`config.mk`:
```
export PLATFORM = sky130hd
export DESIGN_NAME = game_set_sequencer_flat
export DESIGN_NICKNAME = d
export VERILOG_FILES = /design/src/rtl/game_set_sequencer_if.sv /design/src/rtl/game_set_sequencer.sv /design/src/flat_wrapper.sv
export SDC_FILE = /design/constraint.sdc
export NUM_CORES = 1
export LEC_CHECK = 0
export CORE_MARGIN = 1
export CORE_UTILIZATION = 50
export CTS_BUF_LIST = sky130_fd_sc_hd__clkbuf_8
export DETAILED_ROUTE_END_ITERATION = 12
export GPL_TIMING_DRIVEN = 0
export HOLD_SLACK_MARGIN = 0.08
export PLACE_DENSITY = 0.88
export RECOVER_POWER = 50
export SETUP_SLACK_MARGIN = 0.05
export SYNTH_ARGS = -nofsm -noshare
export SYNTH_HDL_FRONTEND = slang
export SYNTH_SLANG_ARGS = --single-unit
```
`constraint.sdc`:
```
create_clock -name vga_clk -period 7 [get_ports vga_clk]
set_input_delay 1.4 -clock vga_clk [delete_from_list [all_inputs] [get_ports vga_clk]]
set_output_delay 1.4 -clock vga_clk [all_outputs]
set_load 0.01 [all_outputs]
```
`src/rtl/game_set_sequencer_if.sv`:
```
// rtl/game_set_sequencer_if.sv - pixel bus between raster/mappers and the GAME SET sequencer
interface game_set_sequencer_if;
  logic [9:0] DrawX;
  logic [9:0] DrawY;
  logic       blank;
  logic [3:0] banner_r;
  logic [3:0] banner_g;
  logic [3:0] banner_b;
  logic [3:0] scene_r;
  logic [3:0] scene_g;
  logic [3:0] scene_b;
  logic [3:0] red;
  logic [3:0] green;
  logic [3:0] blue;

  modport master (
    output DrawX, DrawY, blank,
    output banner_r, banner_g, banner_b,
    output scene_r, scene_g, scene_b,
    input  red, green, blue
  );

  modport slave (
    input  DrawX, DrawY, blank,
    input  banner_r, banner_g, banner_b,
    input  scene_r, scene_g, scene_b,
    output red, green, blue
  );
endinterface

```
`src/rtl/game_set_sequencer.sv`:
```
// rtl/game_set_sequencer.sv - GAME SET banner blink/hold sequencer and final pixel mux
module game_set_sequencer #(
  parameter logic [9:0]  FRAME_Y      = 10'd480,
  parameter int          BLINK_FRAMES = 15,
  parameter int          NUM_BLINKS   = 3,
  parameter int          HOLD_FRAMES  = 120,
  parameter logic [11:0] KEY_RGB      = 12'hF0F
) (
  input  logic                       vga_clk,
  input  logic                       reset_n,
  game_set_sequencer_if.slave        pix,
  input  logic                       game_over,
  input  logic                       restart,
  output logic                       seq_busy,
  output logic                       seq_done,
  output logic                       banner_vis
);

  localparam logic [2:0] S_IDLE  = 3'd0;
  localparam logic [2:0] S_WAIT  = 3'd1;
  localparam logic [2:0] S_ON    = 3'd2;
  localparam logic [2:0] S_OFF   = 3'd3;
  localparam logic [2:0] S_HOLD  = 3'd4;
  localparam logic [2:0] S_DONE  = 3'd5;

  localparam logic [7:0] BLINK_LAST = 8'(BLINK_FRAMES - 1);
  localparam logic [7:0] PAIRS_LAST = 8'(NUM_BLINKS - 1);
  localparam logic [7:0] HOLD_LAST  = 8'(HOLD_FRAMES - 1);

  logic [2:0]  state;
  logic [2:0]  state_nxt;
  logic [7:0]  frm_cnt;
  logic [7:0]  frm_nxt;
  logic [7:0]  blink_cnt;
  logic [7:0]  blink_nxt;
  logic        done_nxt;
  logic        go_q;
  logic        tick;
  logic        start;
  logic [11:0] banner_rgb;
  logic [11:0] scene_rgb;

  assign tick       = (pix.DrawX == 10'd0) && (pix.DrawY == FRAME_Y);
  assign start      = game_over & ~go_q;
  assign banner_rgb = {pix.banner_r, pix.banner_g, pix.banner_b};
  assign scene_rgb  = {pix.scene_r, pix.scene_g, pix.scene_b};

  always_comb begin
    state_nxt = state;
    frm_nxt   = frm_cnt;
    blink_nxt = blink_cnt;
    done_nxt  = 1'b0;
    if (restart) begin
      state_nxt = S_IDLE;
      frm_nxt   = 8'd0;
      blink_nxt = 8'd0;
    end else begin
      case (state)
        S_IDLE: begin
          if (start) begin
            state_nxt = S_WAIT;
            frm_nxt   = 8'd0;
            blink_nxt = 8'd0;
          end
        end
        S_WAIT: begin
          if (tick) begin
            state_nxt = S_ON;
            frm_nxt   = 8'd0;
            blink_nxt = 8'd0;
          end
        end
        S_ON: begin
          if (tick) begin
            if (frm_cnt == BLINK_LAST) begin
              state_nxt = S_OFF;
              frm_nxt   = 8'd0;
            end else begin
              frm_nxt = frm_cnt + 8'd1;
            end
          end
        end
        S_OFF: begin
          if (tick) begin
            if (frm_cnt == BLINK_LAST) begin
              frm_nxt = 8'd0;
              if (blink_cnt == PAIRS_LAST) begin
                state_nxt = S_HOLD;
              end else begin
                state_nxt = S_ON;
                blink_nxt = blink_cnt + 8'd1;
              end
            end else begin
              frm_nxt = frm_cnt + 8'd1;
            end
          end
        end
        S_HOLD: begin
          if (tick) begin
            if (frm_cnt == HOLD_LAST) begin
              state_nxt = S_DONE;
              frm_nxt   = 8'd0;
              done_nxt  = 1'b1;
            end else begin
              frm_nxt = frm_cnt + 8'd1;
            end
          end
        end
        S_DONE: begin
        end
        default: begin
          state_nxt = S_IDLE;
          frm_nxt   = 8'd0;
          blink_nxt = 8'd0;
        end
      endcase
    end
  end

  always_ff @(posedge vga_clk) begin
    if (!reset_n) begin
      state      <= S_IDLE;
      frm_cnt    <= 8'd0;
      blink_cnt  <= 8'd0;
      seq_busy   <= 1'b0;
      seq_done   <= 1'b0;
      banner_vis <= 1'b0;
    end else begin
      state      <= state_nxt;
      frm_cnt    <= frm_nxt;
      blink_cnt  <= blink_nxt;
      seq_busy   <= (state_nxt == S_WAIT) || (state_nxt == S_ON) ||
                    (state_nxt == S_OFF)  || (state_nxt == S_HOLD);
      seq_done   <= done_nxt;
      banner_vis <= (state_nxt == S_ON) || (state_nxt == S_HOLD) || (state_nxt == S_DONE);
    end
  end

  // go_q keeps tracking through reset so a level held across reset is not an edge
  always_ff @(posedge vga_clk) begin
    go_q <= game_over;
  end

  always_ff @(posedge vga_clk) begin
    if (!reset_n) begin
      pix.red   <= 4'd0;
      pix.green <= 4'd0;
      pix.blue  <= 4'd0;
    end else if (!pix.blank) begin
      pix.red   <= 4'd0;
      pix.green <= 4'd0;
      pix.blue  <= 4'd0;
    end else if (banner_vis && (banner_rgb != KEY_RGB)) begin
      pix.red   <= pix.banner_r;
      pix.green <= pix.banner_g;
      pix.blue  <= pix.banner_b;
    end else begin
      pix.red   <= pix.scene_r;
      pix.green <= pix.scene_g;
      pix.blue  <= pix.scene_b;
    end
  end

endmodule
```
`src/flat_wrapper.sv`:
```
// flat-port wrapper written by rule: the top's interface ports become plain ports
module game_set_sequencer_flat 
#(
  parameter logic [9:0]  FRAME_Y      = 10'd480,
  parameter int          BLINK_FRAMES = 15,
  parameter int          NUM_BLINKS   = 3,
  parameter int          HOLD_FRAMES  = 120,
  parameter logic [11:0] KEY_RGB      = 12'hF0F
)
  (vga_clk, reset_n, game_over, restart, seq_busy, seq_done, banner_vis, pix_DrawX, pix_DrawY, pix_blank, pix_banner_r, pix_banner_g, pix_banner_b, pix_scene_r, pix_scene_g, pix_scene_b, pix_red, pix_green, pix_blue);
  game_set_sequencer_if pix_i ();
  input  logic vga_clk;
  input  logic reset_n;
  input  logic game_over;
  input  logic restart;
  output logic seq_busy;
  output logic seq_done;
  output logic banner_vis;
  input wire logic [$bits(pix_i.DrawX)-1:0] pix_DrawX;
  input wire logic [$bits(pix_i.DrawY)-1:0] pix_DrawY;
  input wire logic [$bits(pix_i.blank)-1:0] pix_blank;
  input wire logic [$bits(pix_i.banner_r)-1:0] pix_banner_r;
  input wire logic [$bits(pix_i.banner_g)-1:0] pix_banner_g;
  input wire logic [$bits(pix_i.banner_b)-1:0] pix_banner_b;
  input wire logic [$bits(pix_i.scene_r)-1:0] pix_scene_r;
  input wire logic [$bits(pix_i.scene_g)-1:0] pix_scene_g;
  input wire logic [$bits(pix_i.scene_b)-1:0] pix_scene_b;
  output wire logic [$bits(pix_i.red)-1:0] pix_red;
  output wire logic [$bits(pix_i.green)-1:0] pix_green;
  output wire logic [$bits(pix_i.blue)-1:0] pix_blue;
  assign pix_i.DrawX = pix_DrawX;
  assign pix_i.DrawY = pix_DrawY;
  assign pix_i.blank = pix_blank;
  assign pix_i.banner_r = pix_banner_r;
  assign pix_i.banner_g = pix_banner_g;
  assign pix_i.banner_b = pix_banner_b;
  assign pix_i.scene_r = pix_scene_r;
  assign pix_i.scene_g = pix_scene_g;
  assign pix_i.scene_b = pix_scene_b;
  assign pix_red = pix_i.red;
  assign pix_green = pix_i.green;
  assign pix_blue = pix_i.blue;
  game_set_sequencer #(.FRAME_Y(FRAME_Y), .BLINK_FRAMES(BLINK_FRAMES), .NUM_BLINKS(NUM_BLINKS), .HOLD_FRAMES(HOLD_FRAMES), .KEY_RGB(KEY_RGB)) u_core (.vga_clk(vga_clk), .reset_n(reset_n), .pix(pix_i), .game_over(game_over), .restart(restart), .seq_busy(seq_busy), .seq_done(seq_done), .banner_vis(banner_vis));
endmodule
```
== Word level (Yosys, flattened, before mapping) ==
Cells that the tools add are included.
Storage, ports and cells
  logic and storage cells: 83
  output and inout bits: 15
  register bits: 35
  input bits: 49
Operators by class
  equality and inequality tests: 22
  bitwise gates (word level): 7
  mux-type cells: 26
  reduce and logical (&&, ||, !) cells: 16
  add/subtract/negate cells: 2
Operator list (number)
  $mux 8: 9
  $pmux 8 s5: 1
  $pmux 8 s4: 1
  $mux 3: 10
  $pmux 3 s6: 1
  $add 8x1->8 const B: 2
  $eq 3x2->1 const B: 4
  $eq 3x3->1 const B: 4
  $mux 4: 3
  $ne 12x12->1 const B: 1
  $ne 2x1->1 const B: 6
  $eq 10x9->1 const B: 1
  $logic_not 10->1: 1
  $eq 8x2->1 const B: 1
  $eq 8x4->1 const B: 1
  $eq 8x7->1 const B: 1
  $eq 3x1->1 const B: 2
  $not 1->1: 6
  $reduce_and 6->1: 1
  $logic_or 1x1->1: 5
  $reduce_and 5->1: 1
  $reduce_or 2->1: 2
  $reduce_or 4->1: 1
  $logic_not 3->1: 1
  other kinds (6): 7

== Depth between registers and ports, before layout ==
Gate-level depths: netlist of the first run.
  depth in word-level cells: 10
  mapped depth: 8

== Worst setup path after synthesis of the first run ==
No wires, ideal clock.
  path type: in2reg
  from: input port pix_DrawX[6]
  to: register u_core.seq_busy
  data arrival time: 3.040 ns
  path slack: 3.844 ns
  library setup time: 0.116 ns
  required time: 6.884 ns
  cell stages on the path: 6
  buffers on the path: 0
  cell sequence: or4b_4 > nor3_4 > nand3_1 > o22a_1 > a211o_1 > o211a_1
On the way
  cells in the longest elaborated chain, start to end: 9
  elaborated cells on any way between the ends: 15
  those cells by class: eq/ne: 4; mux: 6; reduce/logical: 5
Ends and longest elaborated chain
  from (decl): RTL line flat_wrapper.sv:19  | input wire logic [$bits(pix_i.DrawX)-1:0] pix_DrawX;
  $logic_not 10->1 *: RTL line game_set_sequencer.sv:43  | assign tick = (pix.DrawX == 10'd0) && (pix.DrawY == FRAME_Y);
  $logic_and 1x1->1 *: RTL line game_set_sequencer.sv:43
  $mux 3 (on tied branches)
  $pmux 3 s6 *: RTL line game_set_sequencer.sv:58  | case (state)
  $mux 3 *: RTL line game_set_sequencer.sv:53  | if (restart) begin
  $eq 3x1->1 or $eq 3x2->1 (tied branches): RTL line game_set_sequencer.sv:132  | seq_busy <= (state_nxt == S_WAIT) || (state_nxt == S_ON) ||
  $logic_or 1x1->1 (2 in series): RTL line game_set_sequencer.sv:132
  $logic_or 1x1->1 *: RTL line game_set_sequencer.sv:133  | (state_nxt == S_OFF) || (state_nxt == S_HOLD);
  to (signal assigned): RTL line game_set_sequencer.sv:132
  to (decl): RTL line game_set_sequencer.sv:14  | output logic seq_busy,
Mark *: on every way between the ends. The rest lies on a longest branch, timed or not.
A chain may end at the register's enable or synchronous reset.

== Final worst setup path of the first run ==
  from: input port pix_DrawX[6]
  to: register u_core.blink_cnt[3]
On the way
  cells in the longest elaborated chain, start to end: 4
  elaborated cells on any way between the ends: 5
  those cells by class: eq/ne: 2; reduce/logical: 3
Ends and longest elaborated chain
  $logic_not 10->1 *: RTL line game_set_sequencer.sv:43
  $logic_and 1x1->1 *: RTL line game_set_sequencer.sv:43
  $ne 2x1->1 (no line)
  $reduce_and 6->1 (no line) *
  to (signal assigned): RTL line game_set_sequencer.sv:131  | blink_cnt <= blink_nxt;
  to (decl): RTL line game_set_sequencer.sv:34  | logic [7:0] blink_cnt;
Marked as above.

==> impl_metrics.yaml, run 1 <==
sta:
  finClkSkew_ns: 0.00573
  layout_min_cycle_time_ns: 4.26
  hold_viol_final: 0
  fin_setup_tns_ns: 0
  layout_worst_path_cycle_share_pct: 60.9
  rsz_0062_raised_after_global_routing: "false"
  timing_max_transition_violations_final: 0
  fmaxAchievable_mhz: 235
  actual_transition_at_the_worst_max_transition_pin_ns: 1.00
  layout_setup_ws_ns: 2.74
  report.final.setup_viol: 0
  max_slew_headroom_at_the_worst_pin_pct: 32.7
placed_design:
  port-buffer-count: 63
  place_hpwl_mm: 3.77
  gp_congestion: 0.876
  dpl_worst_slack_ns: 3.24
yosys:
  yosys.area_share.xor_xnor_pct: 2.89
  synth-edff-count: 0
  yosys.cell_types.count: 45
  synth-async-reset-ratio_pct: 0
  post_synth_main_area_contributors: "dfxtp_1 39%, mux2i_1 6.1%, nor2_1 4.5%, a21oi_1 4.4%, nand2_1 3.3%"
  synth-compound-area-share_pct: 16.0
  synthDominantAreaCellType: "dfxtp_1"
  synth-adder-area-share_pct: 2.75
  yosys.area_share.simple_pct: 29.5
  combinational_family_with_the_most_area_after_synthesis: "simple AND/OR/NAND/NOR gates"
  synthMostInstantiatedCell: "dfxtp_1"
  synthesis.area_per_instance_um2: 8.82
  synth_area_um2: 1820
  synth_fp_nets: 259
  netlist.area_leader.share_pct: 38.6
  seq_area_frac_synth_pct: 38.6
  synth_cells: 206
  yosys_register_bits: 35
  synth_mux_area_share_pct: 6.06
  yosysWarnings: 0
  postSynth.topFlopCell: "dfxtp_1"
  synth.cells.most_frequent: "35 x dfxtp_1, 22 x nor2_1, 16 x a21oi_1, 16 x nand2_1, 11 x mux2i_1"
clocking:
  post_cts_hold_buffer_count: 0
  total_of_cells_resized_after_clock_tree_synthesis: 0
  post_cts.repair.setup_buffers: 0
  clock_latency_on_the_worst_skew_pair_ns: 0.30
  htree_levels: 2
  tritoncts.num_buffers: 5
  cts.reportedPaths.clkPinSlew_ns: 0.07
  clock_path_buffers: 2
  tritoncts_num_sinks: 35
  tritoncts: "yes"
  cts-root-buf: "clkbuf_8"
drt:
  routed_via_density: 5.57
  post_drt_wl_per_cell_um: 14.8
  routed_wirelength_mm: 4.79
  route.detailed.drc: 0
  first_pass_iters: 4
  detail-route-antenna-nets: 0
  detailroute.via_count: 1800
  drt_iter0_markers: 119
global_routing:
  grt_use_total_pct: 26.2
  first_global_vias: 1754
  antenna_violations_before_repair: 0
  grt_max_degree: 11
  grt_pass1_wl_mm: 7.78
  grt_overflow_total: 0
setup_path:
  timing.critical_path.cells: "dlygate4sd3_1 > or4b_2 > nor3_1 > nand3_1 > a21oi_1 > or3b_2 > buf_2 > a21oi_1"
  crit_path_kind: "in2reg"
  start_kind: "input port"
  worst_setup_path_end_kind: "flop"
  timing.critical_path.required_ns: 7.18
  critical_path.reg2reg.startpoint: "u_core.frm_cnt[0]$_SDFFE_PP0P_"
  slowest_delay_ns: 0.83
  setup.reg_to_reg.worst_slack_ns: 4.73
  cp_max_fo: 8
  depth_of_the_most_critical_reg_to_reg_path: 7
  critical_path.slowest_cell: "nor3_1"
  critPathArrivalTime_ns: 4.44
  timing.rr.end: "u_core.seq_busy$_SDFF_PN0_"
  crit_path_frequent_cell: "a21oi_1"
finish:
  drive_above_1_share_pct: 7.94
  area.growth.synth_to_final_pct: 41.5
  insertedDiodeCount: 0
  num-nets-final: 329
  final.fill_count: 259
floorplan:
  std_cell_rows: 21
  fp.coreArea_um2: 3420
  start_util_pct: 53.2
  io-pin-count: 64
  die_height_um: 62.3
  die_w_um: 62.3
  die_area_um2: 3880
pwr:
  p_leak_nw: 1.03
  irDropWorstVdd_mv: 0.130
  total_power_uw: 402
  p_per_area_nw_per_um2: 156
run_status:
  status: "completed"
job:
  maxCapViolCount: 0
worst_hold_path:
  hold_wc_path_type: "reg2reg"
  min_delay_path_depth: 2
  holdPathEnd: "u_core.blink_cnt[7]$_SDFFE_PP0P_"
  hold_path.startpoint: "u_core.blink_cnt[7]$_SDFFE_PP0P_"
-- worst max path at each step --
| stage | startpoint | endpoint |
|---|---|---|
| finish | pix_DrawX[6] | u_core.blink_cnt[3]$_SDFFE_PP0P_ |
| global route | pix_DrawX[6] | u_core.seq_busy$_SDFF_PN0_ |
| CTS | pix_DrawX[6] | u_core.blink_cnt[4]$_SDFFE_PP0P_ |
| detailed placement | pix_DrawX[6] | u_core.seq_busy$_SDFF_PN0_ |
| global placement | pix_DrawX[6] | u_core.blink_cnt[0]$_SDFFE_PP0P_ |
| floorplan | pix_DrawX[6] | u_core.seq_busy$_SDFF_PN0_ |
-- critical path: cells and delay by family --
kind / cells / cell delay [ns]
AO/OA/AOI/OAI: 2 / 0.36
buffers and inverters: 2 / 0.72
AND/OR/NAND/NOR: 4 / 1.96
-- cells by family (layout without fill, tap and decap cells) --
| group | Yosys count | count (layout) |
|---|---|---|
| compound gates | 41 | 41 |
| xor+xnor | 6 | 6 |
| fa+ha+maj | 4 | 4 |
| buf+inv | 16 | 87 |
| flops | 35 | 35 |
| mux | 11 | 11 |
| simple gates | 93 | 93 |
-- area by class of cell --
class                   count  area, um^2  area share (%)
multi-input cells         155        1020            39.9
flip-flops and latches     35         701            27.3
repair buffers             63         631            24.5
clock buffers               5        68.8            2.68
well taps                  46        57.6            2.24
plain buffers               9        50.0            1.95
inverters                   7        26.3            1.02
clock inverters             3        12.5           0.487
-- report_power, final --
part	internal, mW	switching (mW)	leakage [nW]
Clock	0.0668	0.0743	0.0505
Combinational	0.0360	0.0210	0.695
Sequential	0.203	0.000914	0.284
Total	0.306	0.0962	1.03
-- registers in the layout, summed over array words and instances (netlist names) --
register and count:
u_core.seq_busy 1, u_core.go_q 1, u_core.pix.green 4, u_core.banner_vis 1, u_core.blink_cnt 8, u_core.frm_cnt 8
u_core.seq_done 1, u_core.state 3, u_core.pix.red 4, u_core.pix.blue 4
-- stage by stage --
stage	hold slack, ns	area (um^2)	instances	util [%]
final	0.490	2570	323	75.3
after global routing	0.501	2570	323	75.3
after CTS	0.490	2590	323	75.7
after detailed placement	0.479	2500	315	73.3
after global placement	0.469	2500	315	73.3
after floorplan	0.458	1820	206	-
-- metal layers --
layer | global-route usage (%) | vias up | routed length (um)
met1 | 28.0 | 836 | 1930
met5 | 0 | - | 0
met3 | 5.88 | 20 | 204
met4 | 18.9 | 0 | 208
li1 | - | 889 | -
met2 | 45.5 | 55 | 2440
-- cell usage in the layout, fill, tap and decap left out, drive strengths merged, types with 6 or more instances in the layout --
master	synthesis	layout
mux2i	11	11
a21oi	16	16
dfxtp	35	35
or3	6	6
nand2	16	16
nand3	7	7
dlygate4sd3	0	18
xnor2	6	6
o21ai	9	9
nor2	23	23
clkdlybuf4s50	0	45
nor4	6	6
inv	7	9
clkbuf	6	11
Power figures use the tool's default switching activity.
==> run 2, diff against run 1 <==
Settings changed: CORE_UTILIZATION 50 to 46, PLACE_DENSITY 0.88 to 0.82.
Clock period 7 ns to 4.4 ns, I/O delays scaled along.
==> run 2 against run 1 <==
Combinational power up 57%. Critical endpoint is now u_core.blink_cnt[2]$_SDFFE_PP0P_. Largest cell class unchanged. Global-route usage fell by 4.4 points. Sequential power rose by 59%.
==> impl_metrics.yaml, run 2 (synthesis results as in run 1) <==
finish:
  insertedDiodeCount: 0
  final.fill_count: 301
  leading_cell_type_in_the_layout_fill_and_taps_excluded: "clkdlybuf4s50_1"
  seqCellArea_um2: 701
  reg_top3: "u_core.blink_cnt x8, u_core.frm_cnt x8"
  most_frequent_cells_in_the_layout: "46 x clkdlybuf4s50_1, 35 x dfxtp_1, 22 x nor2_1"
  drive_above_1_share_pct: 8.30
  finalInstanceArea_um2: 2600
  final-instance-count-excl-fill: 325
  num-nets-final: 329
  footprint_of_the_multi_input_gates_um2: 1020
  area.growth.synth_to_final_pct: 43.3
placed_design:
  place_hpwl_mm: 3.33
  dpl.cell_count: 317
  placedInstanceArea_um2: 2510
  port-buffer-count: 63
  gp_congestion: 0.891
setup_path:
  start_kind: "input port"
  critPathArrivalTime_ns: 3.59
  worst_setup_path_end_kind: "flop"
  crit_path_kind: "in2reg"
  cp_max_fo: 8
  setup.reg_to_reg.worst_slack_ns: 2.18
  timing.critical_path.required_ns: 4.58
global_routing:
  grt_pass1_wl_mm: 7.10
  first_global_vias: 1611
  grt_use_total_pct: 21.9
  grt_overflow_total: 0
  grt_max_degree: 13
  antenna_violations_before_repair: 0
sta:
  max_slew_headroom_at_the_worst_pin_pct: 40.4
  timing_max_transition_violations_final: 0
  layout_min_cycle_time_ns: 3.41
  fmaxAchievable_mhz: 293
  holdWs_ns: 0.498
  layout_worst_path_cycle_share_pct: 77.5
  fin_setup_tns_ns: 0
  actual_transition_at_the_worst_max_transition_pin_ns: 0.888
  report.final.setup_viol: 0
  finClkSkew_ns: 0.00956
  hold_viol_final: 0
  rsz_0062_raised_after_global_routing: "false"
floorplan:
  die_w_um: 64.8
  die_height_um: 64.8
  io-pin-count: 64
  start_util_pct: 48.9
  fp.coreArea_um2: 3720
  die_area_um2: 4200
  std_cell_rows: 22
clocking:
  total_of_cells_resized_after_clock_tree_synthesis: 0
  clock_latency_on_the_worst_skew_pair_ns: 0.29
  cts-root-buf: "clkbuf_8"
  tritoncts: "yes"
  clock_path_buffers: 2
  tritoncts_num_sinks: 35
  post_cts.repair.setup_buffers: 0
  htree_levels: 2
  cts.reportedPaths.clkPinSlew_ns: 0.08
  tritoncts.num_buffers: 5
  post_cts_hold_buffer_count: 0
drt:
  drt_iter0_markers: 82
  routed_wirelength_mm: 4.39
  routed_via_density: 5.38
  detailroute.via_count: 1748
  detail-route-antenna-nets: 0
  first_pass_iters: 4
  route.detailed.drc: 0
  post_drt_wl_per_cell_um: 13.5
pwr:
  irDropWorstVdd_mv: 0.347
  p_per_area_nw_per_um2: 271
  p_leak_nw: 1.04
  total_power_uw: 706
run_status:
  status: "completed"
job:
  maxCapViolCount: 0
worst_hold_path:
  hold_wc_path_type: "reg2reg"
run 2: changes by cell type in the layout (fill, tap and decap cells not counted), sizes merged:
cell	change
bufinv	+1
clkdlybuf4s50	+1
clkinv	+1
dlygate4sd3	-1
inv	-2
run 2: report_power, final:
group	internal (mW)	switching, mW	total, mW
clock	0.169	0.124	0.293
combinational	0.0574	0.0319	0.0893
sequential	0.323	0.00148	0.324
total	0.549	0.157	0.706
run 2: final cells by class:
class | instances | share of cell area [%]
multi-input combinational | 155 | 39.3
sequential | 35 | 26.9
timing repair buffer | 63 | 24.2
clock buffer | 5 | 2.64
tap | 48 | 2.31
buffer | 9 | 1.92
clock inverter | 3 | 1.68
inverter | 7 | 1.01
run 2: path summary, 6_finish.rpt:
path | startpoint | endpoint | cells past startpoint
max | pix_DrawX[6] | u_core.blink_cnt[2]$_SDFFE_PP0P_ | 8
max reg2reg | u_core.frm_cnt[4]$_SDFFE_PP0P_ | u_core.blink_cnt[2]$_SDFFE_PP0P_ | 7
min | u_core.blink_cnt[7]$_SDFFE_PP0P_ | u_core.blink_cnt[7]$_SDFFE_PP0P_ | 2
min reg2reg | u_core.blink_cnt[7]$_SDFFE_PP0P_ | u_core.blink_cnt[7]$_SDFFE_PP0P_ | 2
run 2: routing by layer:
metal	track usage [%]	share of wire, %
met1	28.0	47
met3	4.75	2.9
met4	7.22	1.0
met5	0	0
met2	36.1	49
run 2: worst max-delay path: stages:
cell,delay [ns]
clkdlybuf4s50_1,0.39
or4b_4,0.52
nor3_1,0.74
nand3_1,0.31
a21oi_1,0.33
or3b_2,0.17
buf_2,0.19
a21oi_1,0.06
run 2: metrics by stage:
| step | utilization (%) | setup WS [ns] |
|---|---|---|
| after floorplan | - | 1.76 |
| after global placement | 67.5 | 1.17 |
| after detailed placement | 67.5 | 1.18 |
| after CTS | 70.5 | 1.46 |
| after global routing | 70.0 | 0.814 |
| final | 70.0 | 0.991 |
